===== src/rtl/cu_pkg.sv =====
// Shared compute-unit types: command lines, buffer status, arbiter sources.
// Arbiter constants used by cu_command_arbiter and cu_command_fifo.
package CU_PKG;

    localparam int CU_ARB_FIFO_DEPTH  = 4;
    localparam int CU_ARB_NUM_CREDITS = 32;

    typedef struct packed {
        logic        valid;
        logic [12:0] command;
        logic [63:0] address;
        logic [11:0] size;
        logic [7:0]  tag;
    } CommandBufferLine;

    typedef struct packed {
        logic empty;
        logic full;
        logic alfull;
    } BufferStatus;

    typedef enum logic [1:0] {
        ARB_READ,
        ARB_PREFETCH,
        ARB_WRITE
    } ArbSource;

    function automatic ArbSource arb_next(ArbSource s);
        unique case (s)
            ARB_READ:     return ARB_PREFETCH;
            ARB_PREFETCH: return ARB_WRITE;
            default:      return ARB_READ;
        endcase
    endfunction

endpackage


===== src/rtl/cu_command_fifo.sv =====
// Per-source command FIFO with status flags and an overflow pulse.
// A pop frees a slot in the same cycle, so a push to a full FIFO is kept.
module cu_command_fifo
    import CU_PKG::*;
#(
    parameter int  DEPTH = CU_ARB_FIFO_DEPTH,
    parameter type T     = CommandBufferLine
) (
    input  logic        clock,
    input  logic        rstn,
    input  logic        push,
    input  T            data_in,
    input  logic        pop,
    output T            data_out,
    output BufferStatus status,
    output logic        overflow
);

    localparam int AW = $clog2(DEPTH);

    T              mem [DEPTH];
    logic [AW-1:0] wr_ptr;
    logic [AW-1:0] rd_ptr;
    logic [AW:0]   count;
    logic          full;
    logic          do_push;
    logic          do_pop;

    assign full     = (count == (AW+1)'(DEPTH));
    assign do_pop   = pop && (count != '0);
    assign do_push  = push && (!full || do_pop);
    assign overflow = push && !do_push;
    assign data_out = mem[rd_ptr];

    assign status.empty  = (count == '0);
    assign status.full   = full;
    assign status.alfull = (count >= (AW+1)'(DEPTH - 1));

    // pointers and occupancy
    always_ff @(posedge clock) begin
        if (rstn) begin
            wr_ptr <= '0;
            rd_ptr <= '0;
            count  <= '0;
        end else begin
            if (do_push) wr_ptr <= wr_ptr + AW'(1);
            if (do_pop)  rd_ptr <= rd_ptr + AW'(1);
            unique case ({do_push, do_pop})
                2'b10:   count <= count + (AW+1)'(1);
                2'b01:   count <= count - (AW+1)'(1);
                default: ;
            endcase
        end
    end

    // storage; stale entries are unreachable once pointers reset
    always_ff @(posedge clock) begin
        if (do_push) mem[wr_ptr] <= data_in;
    end

endmodule


===== src/rtl/cu_command_arbiter.sv =====
// Merges read/prefetch/write command streams into one credit-gated port.
// Build option CU_CMD_ARB_WRITE_PRIORITY_EN: strict write priority.
module cu_command_arbiter
    import CU_PKG::*;
#(
    parameter int FIFO_DEPTH  = CU_ARB_FIFO_DEPTH,
    parameter int NUM_CREDITS = CU_ARB_NUM_CREDITS
) (
    input  logic                             clock,
    input  logic                             rstn,
    input  logic                             enabled_in,
    input  CommandBufferLine                 read_command_in,
    input  CommandBufferLine                 prefetch_command_in,
    input  CommandBufferLine                 write_command_in,
    input  logic                             credit_return_in,
    output CommandBufferLine                 command_out,
    output BufferStatus                      read_fifo_status,
    output BufferStatus                      prefetch_fifo_status,
    output BufferStatus                      write_fifo_status,
    output logic [$clog2(NUM_CREDITS+1)-1:0] credits_out,
    output logic [2:0]                       arb_error
);

    localparam int            CW       = $clog2(NUM_CREDITS + 1);
    localparam logic [CW-1:0] MAX_CRED = CW'(NUM_CREDITS);

    CommandBufferLine cmd_in [3];
    CommandBufferLine head   [3];
    BufferStatus      st     [3];
    logic [2:0]       push;
    logic [2:0]       pop;
    logic [2:0]       ovf;
    logic [2:0]       pend;
    ArbSource         last_q;
    ArbSource         grant_src;
    ArbSource         cand;
    logic             grant;
    logic             eligible;
    logic             ret_ok;

    assign cmd_in[0] = read_command_in;
    assign cmd_in[1] = prefetch_command_in;
    assign cmd_in[2] = write_command_in;

    assign read_fifo_status     = st[0];
    assign prefetch_fifo_status = st[1];
    assign write_fifo_status    = st[2];

    for (genvar i = 0; i < 3; i++) begin : g_fifo
        assign push[i] = enabled_in && cmd_in[i].valid;
        assign pend[i] = !st[i].empty;

        cu_command_fifo #(
            .DEPTH (FIFO_DEPTH),
            .T     (CommandBufferLine)
        ) u_fifo (
            .clock    (clock),
            .rstn     (rstn),
            .push     (push[i]),
            .data_in  (cmd_in[i]),
            .pop      (pop[i]),
            .data_out (head[i]),
            .status   (st[i]),
            .overflow (ovf[i])
        );
    end

    assign eligible = enabled_in && (credits_out != '0) && (|pend);
    assign ret_ok   = credit_return_in && (credits_out != MAX_CRED);

`ifdef CU_CMD_ARB_WRITE_PRIORITY_EN
    ArbSource other;

    // write wins outright; read/prefetch alternate when write is idle
    always_comb begin
        grant     = 1'b0;
        grant_src = ARB_READ;
        cand      = (last_q == ARB_READ) ? ARB_PREFETCH : ARB_READ;
        other     = (cand == ARB_READ) ? ARB_PREFETCH : ARB_READ;
        if (eligible) begin
            grant = 1'b1;
            if (pend[ARB_WRITE])  grant_src = ARB_WRITE;
            else if (pend[cand])  grant_src = cand;
            else                  grant_src = other;
        end
    end
`else
    // three-way round-robin starting after the last granted source
    always_comb begin
        grant     = 1'b0;
        grant_src = ARB_READ;
        cand      = arb_next(last_q);
        for (int i = 0; i < 3; i++) begin
            if (eligible && !grant && pend[cand]) begin
                grant     = 1'b1;
                grant_src = cand;
            end
            cand = arb_next(cand);
        end
    end
`endif

    // pop strobe for the granted FIFO
    always_comb begin
        pop            = '0;
        pop[grant_src] = grant;
    end

    // output register, round-robin pointer, credits and sticky errors
    always_ff @(posedge clock) begin
        if (rstn) begin
            command_out <= '0;
            last_q      <= ARB_WRITE;
            credits_out <= MAX_CRED;
            arb_error   <= '0;
        end else begin
            command_out <= '0;
            if (grant) begin
                command_out       <= head[grant_src];
                command_out.valid <= 1'b1;
`ifdef CU_CMD_ARB_WRITE_PRIORITY_EN
                if (grant_src != ARB_WRITE) last_q <= grant_src;
`else
                last_q <= grant_src;
`endif
            end
            unique case ({grant, ret_ok})
                2'b10:   credits_out <= credits_out - CW'(1);
                2'b01:   credits_out <= credits_out + CW'(1);
                default: ;
            endcase
            if (|ovf) arb_error[0] <= 1'b1;
            if (credit_return_in && !ret_ok) arb_error[1] <= 1'b1;
        end
    end

endmodule


===== config.mk =====
export PLATFORM = sky130hd
export DESIGN_NAME = cu_command_arbiter
export DESIGN_NICKNAME = d
export VERILOG_FILES = /design/src/rtl/cu_pkg.sv /design/src/rtl/cu_command_fifo.sv /design/src/rtl/cu_command_arbiter.sv
export SDC_FILE = /design/constraint.sdc
export NUM_CORES = 1
export LEC_CHECK = 0
export ABC_AREA = 1
export CAP_MARGIN = 30
export CORE_MARGIN = 2
export CORE_UTILIZATION = 35
export DETAILED_ROUTE_END_ITERATION = 10
export MAX_ROUTING_LAYER = met4
export PLACE_DENSITY = 0.51
export SYNTH_ARGS = -nofsm -noshare
export SYNTH_HDL_FRONTEND = slang
export SYNTH_SLANG_ARGS = --single-unit

===== constraint.sdc =====
create_clock -name clock -period 15.5 [get_ports clock]
set_input_delay 2.325 -clock clock [delete_from_list [all_inputs] [get_ports clock]]
set_output_delay 2.325 -clock clock [all_outputs]
set_load 0.01 [all_outputs]

# After elaboration in Yosys (flattened, before gate mapping)
# Memories as Yosys holds them, arrays and structs flattened. A register that Yosys moved wholly into a read port is not among the register bits.
# Cells that the tools add are included.
[op_classes]
n_mux = 37
n_eq_ne = 15
bitwise_logic = 3
n_reduce_logical = 54
addsub = 14
n_lt_le_gt_ge = 9
[ops]
columns = ["op", "n"]
rows = [
  ["98-bit binary-select mux with 2-bit select", 1],
  ["97-bit two-way mux", 2],
  ["98-bit two-way mux", 1],
  ["1-bit logical AND", 22],
  ["2-bit two-way mux", 9],
  ["3-bit one-hot mux with 2 select lines", 3],
  ["2-bit by 1-bit == test with 1-bit output (second input constant)", 7],
  ["1-bit two-way mux", 13],
  ["2-bit by 1-bit adder with 2-bit output (second input constant)", 6],
  ["1-bit zero test", 12],
  ["2-bit by 3-bit < comparator with 1-bit output (second input constant)", 4],
  ["2-bit one-hot mux with 2 select lines", 3],
  ["6-bit one-hot mux with 2 select lines", 1],
  ["3-bit by 1-bit adder with 3-bit output (second input constant)", 3],
  ["3-bit == test (second input constant)", 3],
  ["3-bit by 2-bit greater-or-equal comparator with 1-bit output (second input constant)", 3],
  ["3-bit zero test", 3],
  ["3-bit nonzero test", 3],
  ["3-bit by 1-bit subtractor with 3-bit output (second input constant)", 3],
  ["2-bit == test (second input constant)", 4],
  ["2-bit nonzero test", 4],
  ["6-bit by 1-bit adder with 6-bit output (second input constant)", 1],
  ["1-bit binary-select mux with 2-bit select", 3],
  ["2-bit zero test", 3],
  ["12 further kinds", 15],
]
[totals]
mem_bits_rw = 1176
inputBits = 298
n_memories = 3
register_bits = 129
output_inout_bits = 116
wordCells = 153
[memory_table]
columns = ["memory", "words", "width", "rd", "rd_clocked_by_memory_dff", "write_ports", "line", "source"]
rows = [
  ["g_fifo[0].u_fifo.mem", 4, 98, 1, 1, 1, "cu_command_fifo.sv:21", "T mem [DEPTH];"],
  ["g_fifo[1].u_fifo.mem", 4, 98, 1, 1, 1, "cu_command_fifo.sv:21", ""],
  ["g_fifo[2].u_fifo.mem", 4, 98, 1, 1, 1, "cu_command_fifo.sv:21", ""],
]

# Depth between registers and ports, before layout
# Gate-level depths: netlist (run 1).
[logic_depth]
depth_word = 25
ltp_mapped = 20
mapped_depth_nobuf = 20

# By module
# A second synthesis (run 1) with hierarchy kept.
[hier_totals]
cells_unflattened = 4019
hier_area_um2 = 51130.3
[by_module_without_submodules]
columns = ["module", "seq_area_each_um2", "cells_each", "area_per_inst_um2", "instances"]
rows = [
  ["cu_command_fifo", 11951.5, 1018, 15003.1, 3],
  ["cu_command_arbiter", 2162.1, 965, 6120.9, 1],
]

# Least setup slack after synthesis (run 1)
# OpenSTA, ideal clock, no wires.
[synth_path]
kind = "in2reg"
startpoint = "input port enabled_in"
endpoint = "memory g_fifo[0].u_fifo.mem[0][0] (netlist bit), enable pin"
path_slack_ns = 7.606
stages = 9
setup_ns = 0.553
required_ns = 14.947
arrival_ns = 7.341
n_path_buf = 1
cell_sequence = "nand2_1 > a21oi_4 > nand4_1 > nand2_1 > buf_4 > nand3_2 > nand2_1 > nand2_2 > nor2_1"
[synth_via]
elab_chain_len = 22
word_cells_on_any_way = 27
classes_between = "order compare: 2; mux: 10; bitwise: 1; reduce/logical: 14"
[synth_lines]
columns = ["element", "line", "source"]
rows = [
  ["start, declared", "cu_command_arbiter.sv:11", "input logic enabled_in,"],
  ["1-bit logical AND (2 in a row)", "cu_command_arbiter.sv:68", "assign eligible = enabled_in && (credits_out != '0) && (|pend);"],
  ["1-bit logical AND", "cu_command_arbiter.sv:94", "if (eligible && !grant && pend[cand]) begin"],
  ["1-bit two-way mux", "cu_command_arbiter.sv:94", ""],
  ["1-bit zero test", "cu_command_arbiter.sv:94", ""],
  ["1-bit logical AND (2 in a row)", "cu_command_arbiter.sv:94", ""],
  ["1-bit two-way mux", "cu_command_arbiter.sv:94", ""],
  ["1-bit zero test", "cu_command_arbiter.sv:94", ""],
  ["1-bit logical AND (2 in a row)", "cu_command_arbiter.sv:94", ""],
  ["[... 3 more ...]", "n/a", ""],
  ["1-bit two-way mux (implied by the code)", "cu_command_arbiter.sv:106", "pop[grant_src] = grant;"],
  ["1-bit demux with 2-bit select", "cu_command_arbiter.sv:106", ""],
  ["3-bit AND (no line)", "n/a", ""],
  ["1-bit logical AND", "cu_command_fifo.sv:30", "assign do_pop = pop && (count != '0);"],
  ["1-bit logical OR", "cu_command_fifo.sv:31", "assign do_push = push && (!full || do_pop);"],
  ["1-bit logical AND (*)", "cu_command_fifo.sv:31", ""],
  ["1-bit two-way mux (*)", "cu_command_fifo.sv:58", "if (do_push) mem[wr_ptr] <= data_in;"],
  ["1-bit two-way mux (implied by the code) (*)", "cu_command_fifo.sv:58", ""],
  ["end, declared", "cu_command_fifo.sv:21", ""],
]
# Mark *: on every way between the ends. The rest lies on a longest branch, timed or not.

# Worst setup path in the final report (run 1)
[layout_path]
startpoint = "input port enabled_in"
endpoint = "memory g_fifo[2].u_fifo.mem[1][69] (netlist bit), enable pin"
[layout_via]
elab_chain_len = 22
word_cells_on_any_way = 27
classes_between = "order compare: 2; mux: 10; bitwise: 1; reduce/logical: 14"
[layout_lines]
columns = ["element", "line"]
rows = [
  ["1-bit logical AND (2 in a row)", "cu_command_arbiter.sv:68"],
  ["1-bit logical AND", "cu_command_arbiter.sv:94"],
  ["1-bit two-way mux", "cu_command_arbiter.sv:94"],
  ["1-bit zero test", "cu_command_arbiter.sv:94"],
  ["1-bit logical AND (2 in a row)", "cu_command_arbiter.sv:94"],
  ["1-bit two-way mux", "cu_command_arbiter.sv:94"],
  ["1-bit zero test", "cu_command_arbiter.sv:94"],
  ["1-bit logical AND (2 in a row)", "cu_command_arbiter.sv:94"],
  ["[... 3 more ...]", "n/a"],
  ["1-bit two-way mux (implied by the code)", "cu_command_arbiter.sv:106"],
  ["1-bit demux with 2-bit select", "cu_command_arbiter.sv:106"],
  ["3-bit AND (no line)", "n/a"],
  ["1-bit logical AND", "cu_command_fifo.sv:30"],
  ["1-bit logical OR", "cu_command_fifo.sv:31"],
  ["1-bit logical AND (*)", "cu_command_fifo.sv:31"],
  ["1-bit two-way mux (*)", "cu_command_fifo.sv:58"],
  ["1-bit two-way mux (implied by the code) (*)", "cu_command_fifo.sv:58"],
  ["end, declared", "cu_command_fifo.sv:21"],
]
# Marks and branches as above.

==> impl_metrics.tcl, run 1 <==
set metrics [dict create \
    h-tree-depth 4 \
    clock_latency_ns 0.77 \
    clk_pin_slew_worst_paths_ns 0.05 \
    initial_core_util_pct 35.18 \
    skew_ns 0.03414 \
    worstPathCellList "clkdlybuf4s50_1, nand2_1, a21oi_4, o211ai_1, nand2_1, nand2_4, buf_4, nand2_1, nand3_2, nor2_4, buf_4, buf_4" \
    required_ns 15.88 \
    hold_viol 0 \
    worst_pin_slew_ns 1.039 \
    synth.top_cell.area_share_pct 71.29 \
    grt_pass1_vias 29478 \
    cts_resized 0 \
    syn_inst 3562 \
    yosys_warnings 0 \
    powerDensity_nw_per_um2 177.0 \
    synth.most_common_cell "edfxtp_1" \
    portBuffers 412 \
    drv_cap 0 \
    cp-start-kind "input pin" \
    avgSynthCellArea_um2 13.77 \
    ir_drop_mv 0.1020 \
    syn_nets 3882 \
    drt_iter0_markers 2815 \
    outcome "complete, no violations" \
    rsz0062_at_grt "no" \
    die_area_um2 143100 \
    synthMuxAreaShare_pct 0 \
    synth_top_family_by_area "compound AO/OA/AOI/OAI gates" \
    cp.arrival_ns 6.45 \
    grt_overflow 0 \
    synth_top_cell_by_area "edfxtp_1" \
    cts-root-buf "clkbuf_16" \
    dpl.hpwl_mm 92.82 \
    async_flop_share_pct 0 \
    core_area_um2 139400 \
    layout-drive-gt1-share_pct 7.443 \
    critPathCaptureType "flop" \
    die_width_um 378.3 \
    cp_max_fo 51 \
    syn_area_um2 49030 \
    fin_setup_tns_ns 0 \
    finalCritPeriodShare_pct 39.17 \
    drcViolationCount 0 \
    hold_buffers 0 \
    fmax_mhz 164.7 \
    drt-total-wl_mm 147.9 \
    post_drt_wl_per_cell_um 24.88 \
    synth-simple-area-share_pct 7.094 \
    critical_path_class "in2reg" \
    antenna_left 0 \
    synth-compound-area-share_pct 12.75 \
    synth_xor_xnor_area_share_pct 0.05359 \
    synth_fa_ha_area_share_pct 0.6226 \
    top_level_ports 414 \
    nets 4244 \
    cts_tree "done" \
    ys_seq_area_share_pct 76.80 \
    synth_edf_count 1164 \
    synth_flop_cell "edfxtp_1" \
    synth_cell_type_count 37 \
    crit_slowest_cell "buf_4" \
    via_count 30772 \
    clock_path_buffers 3 \
    grt_max_degree 130 \
    maxSlewHeadroom_pct 30.71 \
    avgViaCountPerCell 5.179 \
    drv_slew 0 \
    setup_violations 0 \
    hold_path_class "reg2reg" \
    gp_routability_congestion 0.7803 \
    cts_sinks 1299 \
    totalPowerFinal_mw 10.60 \
    preCtsSetupSlack_ns 8.559 \
    postCtsSetupBuffers 0 \
    setup_ws_ns 9.429 \
    fp-row-count 137 \
    min_period_ns 6.071 \
    synth_area_leaders "edfxtp_1 71%, dfxtp_1 5.5%, o21ai_0 4.2%" \
    die_y_um 378.3 \
    first_pass_iters 6 \
    cts-buffers-inserted 144 \
    p_leak_nw 19.52 \
    synth_common_cells "1,164 x edfxtp_1, 430 x nor2_1, 421 x nand2_1" \
    critPathMaxStageDelay_ns 0.82 \
    area_growth_syn_to_layout_pct 22.14 \
    synth-seq-cells 1299 \
    antenna_found_initial 36 \
    grt_usage_pct 20.97 \
    grt_pass1_wl_mm 209.7 \
]
-- state kept, by name, summed over array words and instances (netlist names), named ones only --
signal / flops
arb_error: 2
command_out: 98
credits_out: 6
g_fifo.u_fifo.count: 9
g_fifo.u_fifo.mem: 1164
g_fifo.u_fifo.rd_ptr: 6
g_fifo.u_fifo.wr_ptr: 6
last_q: 2
-- power by group --
part	switching (mW)	total (mW)	leakage (nW)	internal [mW]
combinational	2.00	2.94	5.55	0.940
clock	1.38	3.37	2.29	2.00
sequential	0.199	4.29	11.7	4.09
total	3.58	10.6	19.5	7.03
-- kinds of logic after synthesis --
| logic type | Yosys count |
|---|---|
| buf+inv | 317 |
| other cells | 1 |
| compound gates | 1027 |
| flops | 1299 |
| fa+ha+maj | 22 |
| xor+xnor | 3 |
| simple gates | 893 |
-- worst max-delay path: cells and delay by family --
family	cells	cell delay, ns
AO/OA/AOI/OAI	2	0.37
AND/OR/NAND/NOR	6	1.19
buffers and inverters	4	2.50
-- worst paths after layout --
check | startpoint | slack [ns] | depth (start not counted) | end
max | enabled_in | 9.43 | 12 | g_fifo[2].u_fifo.mem[1][69]
min | g_fifo[0].u_fifo.rd_ptr[1] | 0.46 | 2 | flop
max reg2reg | last_q[1] | 10.94 | 12 | g_fifo[2].u_fifo.mem[1][69]
min reg2reg | g_fifo[0].u_fifo.rd_ptr[1] | 0.46 | 2 | flop
-- routing by layer --
layer	vias up	wire length [um]	global-route usage (%)
met1	15418	62480	27.10
met4	0	3418	5.510
met5	-	0	-
met3	198	8853	3.506
met2	999	73100	34.30
li1	14157	-	-
-- area by class of cell --
class / count / area, um2
fillers: 12635 / 79470
multi-input cells: 1946 / 10170
inverters: 67 / 276.5
clock buffers: 204 / 4015
clock inverters: 62 / 669.4
repair buffers: 466 / 4674
flip-flops and latches: 1299 / 37680
well taps: 1876 / 2347
diodes: 22 / 55.05
-- cells in the final DEF (no fill, tap or decap), types with 11 or more instances in the layout --
cell type,count
a21oi_1,226
nand2_1,420
diode_2,22
bufinv_16,11
o211ai_1,93
clkinv_1,15
a32oi_1,97
clkdlybuf4s50_1,412
o21ai_0,409
buf_4,46
nor2_1,418
clkbuf_16,149
clkinv_2,22
ha_1,18
nand3_1,21
edfxtp_1,1164
clkbuf_1,47
o221ai_1,102
dfxtp_1,129
nor2_4,12
inv_1,56
o22ai_1,93
-- stage by stage --
step / instances / util, % / hold WS, ns / cell area (um2)
floorplan: 3562 / - / 0.4362 / 49030
global placement: 5647 / 39.44 / 0.4422 / 54960
detailed placement: 5650 / 39.50 / 0.4553 / 55050
CTS: 5916 / 42.86 / 0.4642 / 59730
global route: 5931 / 42.95 / 0.4873 / 59860
finish: 5942 / 42.97 / 0.4600 / 59890
(Power assumes the default switching activity.)
==> run 2: changes to the inputs <==
==> constraint.sdc (replaced) <==
create_clock -name clock -period 5.7 [get_ports clock]
set_input_delay 0.855 -clock clock [delete_from_list [all_inputs] [get_ports clock]]
set_output_delay 0.855 -clock clock [all_outputs]
set_load 0.01 [all_outputs]
==> run 2 against run 1 <==
Register-to-register slack worse by 8.7 ns. Largest cell class unchanged. First-iteration DRC count down 17%. Global-route usage is 0.81 points lower. Critical path type unchanged. Total power grew to 2.7 times the previous value.
==> impl_metrics.tcl, run 2 (synthesized netlist as in run 1, its figures left out) <==
set metrics [dict create \
    fp-row-count 137 \
    required_ns 6.07 \
    maxSlewHeadroom_pct 35.00 \
    antenna_left 0 \
    drv_cap 0 \
    drv_slew 0 \
    first_pass_iters 6 \
    final_common_cell "edfxtp_1" \
    drt-met1-wl_mm 59.34 \
    p_leak_nw 19.50 \
    ir_drop_mv 0.2920 \
    die_area_um2 143100 \
    clock_latency_ns 0.77 \
    layout-drive-gt1-share_pct 7.401 \
    crit_top_cell "nand2_1" \
    worstPathCellList "clkdlybuf4s50_1, nand2_1, a21oi_4, nand4_1, nand2_4, nand3_2, nand2_1, nand2_2, nor2_4, buf_4" \
    skew_ns 0.03380 \
    die_width_um 378.3 \
    hold_path_class "reg2reg" \
    place_area_um2 55230 \
    met3_length_mm 10.74 \
    grt_max_degree 107 \
    gp_routability_congestion 0.7975 \
    initial_core_util_pct 35.18 \
    area_growth_syn_to_layout_pct 22.47 \
    rsz0062_at_grt "no" \
    largest_register "g_fifo.u_fifo.mem" \
    cts-buffers-inserted 143 \
    fill_cells 12587 \
    setup_violations 0 \
    outcome "complete, no violations" \
    dr_wl_met2_mm 68.91 \
    avgViaCountPerCell 5.092 \
    fin_cells 5979 \
    core_area_um2 139400 \
    antenna_found_initial 64 \
    finalCritPeriodShare_pct 62.51 \
    drt_iter0_markers 2330 \
    min_period_ns 3.563 \
    worstHoldStart "g_fifo[0].u_fifo.rd_ptr[0]" \
    dp.cells 5652 \
    portBuffers 412 \
    hold_viol 0 \
    crit_slowest_cell "clkdlybuf4s50_1" \
    critPathCaptureType "flop" \
    whs_ns 0.4601 \
    nets 4244 \
    worst_pin_slew_ns 0.9750 \
    via_count 30446 \
    postCtsSetupBuffers 0 \
    cts_tree "done" \
    h-tree-depth 4 \
    die_y_um 378.3 \
    fmax_mhz 280.6 \
    cp_max_fo 43 \
    cp-start-kind "input pin" \
    grt_usage_pct 20.16 \
    top_level_ports 414 \
    highest_layer "met4" \
    clk_pin_slew_worst_paths_ns 0.06 \
    dpl.hpwl_mm 86.48 \
    post_drt_wl_per_cell_um 23.81 \
    clock_path_buffers 3 \
    layout_common_cells "1,164 x edfxtp_1, 420 x nand2_1, 418 x nor2_1" \
    worst-r2r-setup-slack_ns 2.22 \
    critical_path_class "in2reg" \
    drcViolationCount 0 \
    largest_reg_flops 1164 \
    design_area_um2 60050 \
    top_regs "g_fifo.u_fifo.mem x1164, command_out x98, g_fifo.u_fifo.count x9" \
    critPathMaxStageDelay_ns 0.62 \
    critPathLaunch "enabled_in" \
    grt_overflow 0 \
    powerDensity_nw_per_um2 477.8 \
    cts-root-buf "clkbuf_16" \
    cp.arrival_ns 3.93 \
    r2r_start "last_q[0]" \
    hold_buffers 0 \
    cts_sinks 1299 \
    grt_pass1_vias 29470 \
    cts_resized 0 \
    grt_pass1_wl_mm 203.2 \
    drt-total-wl_mm 142.4 \
    final_util_pct 43.09 \
]
-- run 2: changes by cell type in the layout (fill, tap and decap cells not counted), moves of 2 or more --
cell and delta:
diode_2 +41, buf_12 +14, buf_4 -12, clkbuf_1 -12, clkinv_1 +10, clkbuf_8 +9, clkinv_2 -6, bufinv_16 -3
clkinvlp_4 +3, clkbuf_16 -2, clkinv_8 -2, inv_16 -2
-- run 2: layout make-up --
| type | instances | area (um2) | share of cell area, % |
|---|---|---|---|
| Tap cell | 1876 | 2347 | 3.909 |
| Inverter | 67 | 276.5 | 0.4605 |
| Clock inverter | 62 | 539.3 | 0.8980 |
| Multi-Input combinational cell | 1946 | 10170 | 16.94 |
| Antenna cell | 63 | 157.7 | 0.2625 |
| Sequential cell | 1299 | 37680 | 62.74 |
| Clock buffer | 199 | 4044 | 6.734 |
| Timing Repair Buffer | 467 | 4837 | 8.055 |
-- run 2: power breakdown --
part	internal (mW)	switching (mW)	total (mW)
clock network	5.31	3.67	8.98
registers	11.1	0.587	11.7
logic	2.64	5.36	8.01
-- run 2: metal layers --
layer	global-route usage, %	vias to the layer above
li1	-	14222
met4	6.638	0
met5	-	-
met1	24.74	15162
met2	31.74	857
met3	6.172	205
-- run 2: critical path: cells and delay by family --
kind / cells / cell delay [ns]
AO/OA/AOI/OAI: 1 / 0.24
AND/OR/NAND/NOR: 7 / 1.53
buffers and inverters: 2 / 1.19
-- run 2: worst paths after layout --
kind                            endpoint  cells after the start
max          g_fifo[0].u_fifo.mem[1][38]                     10
min                                 flop                      2
max reg2reg  g_fifo[0].u_fifo.mem[1][38]                     11
min reg2reg                         flop                      2
-- run 2: per-stage QoR --
| step | total power [mW] | setup WS, ns | TNS, ns |
|---|---|---|---|
| after global routing | 30.12 | 1.911 | 0 |
| after detailed placement | 20.08 | 1.328 | 0 |
| after CTS | 29.10 | 2.146 | 0 |
| after floorplan | 16.48 | -0.7244 | -281.06 |
| final | 28.69 | 2.137 | 0 |
| after global placement | 20.00 | 1.301 | 0 |
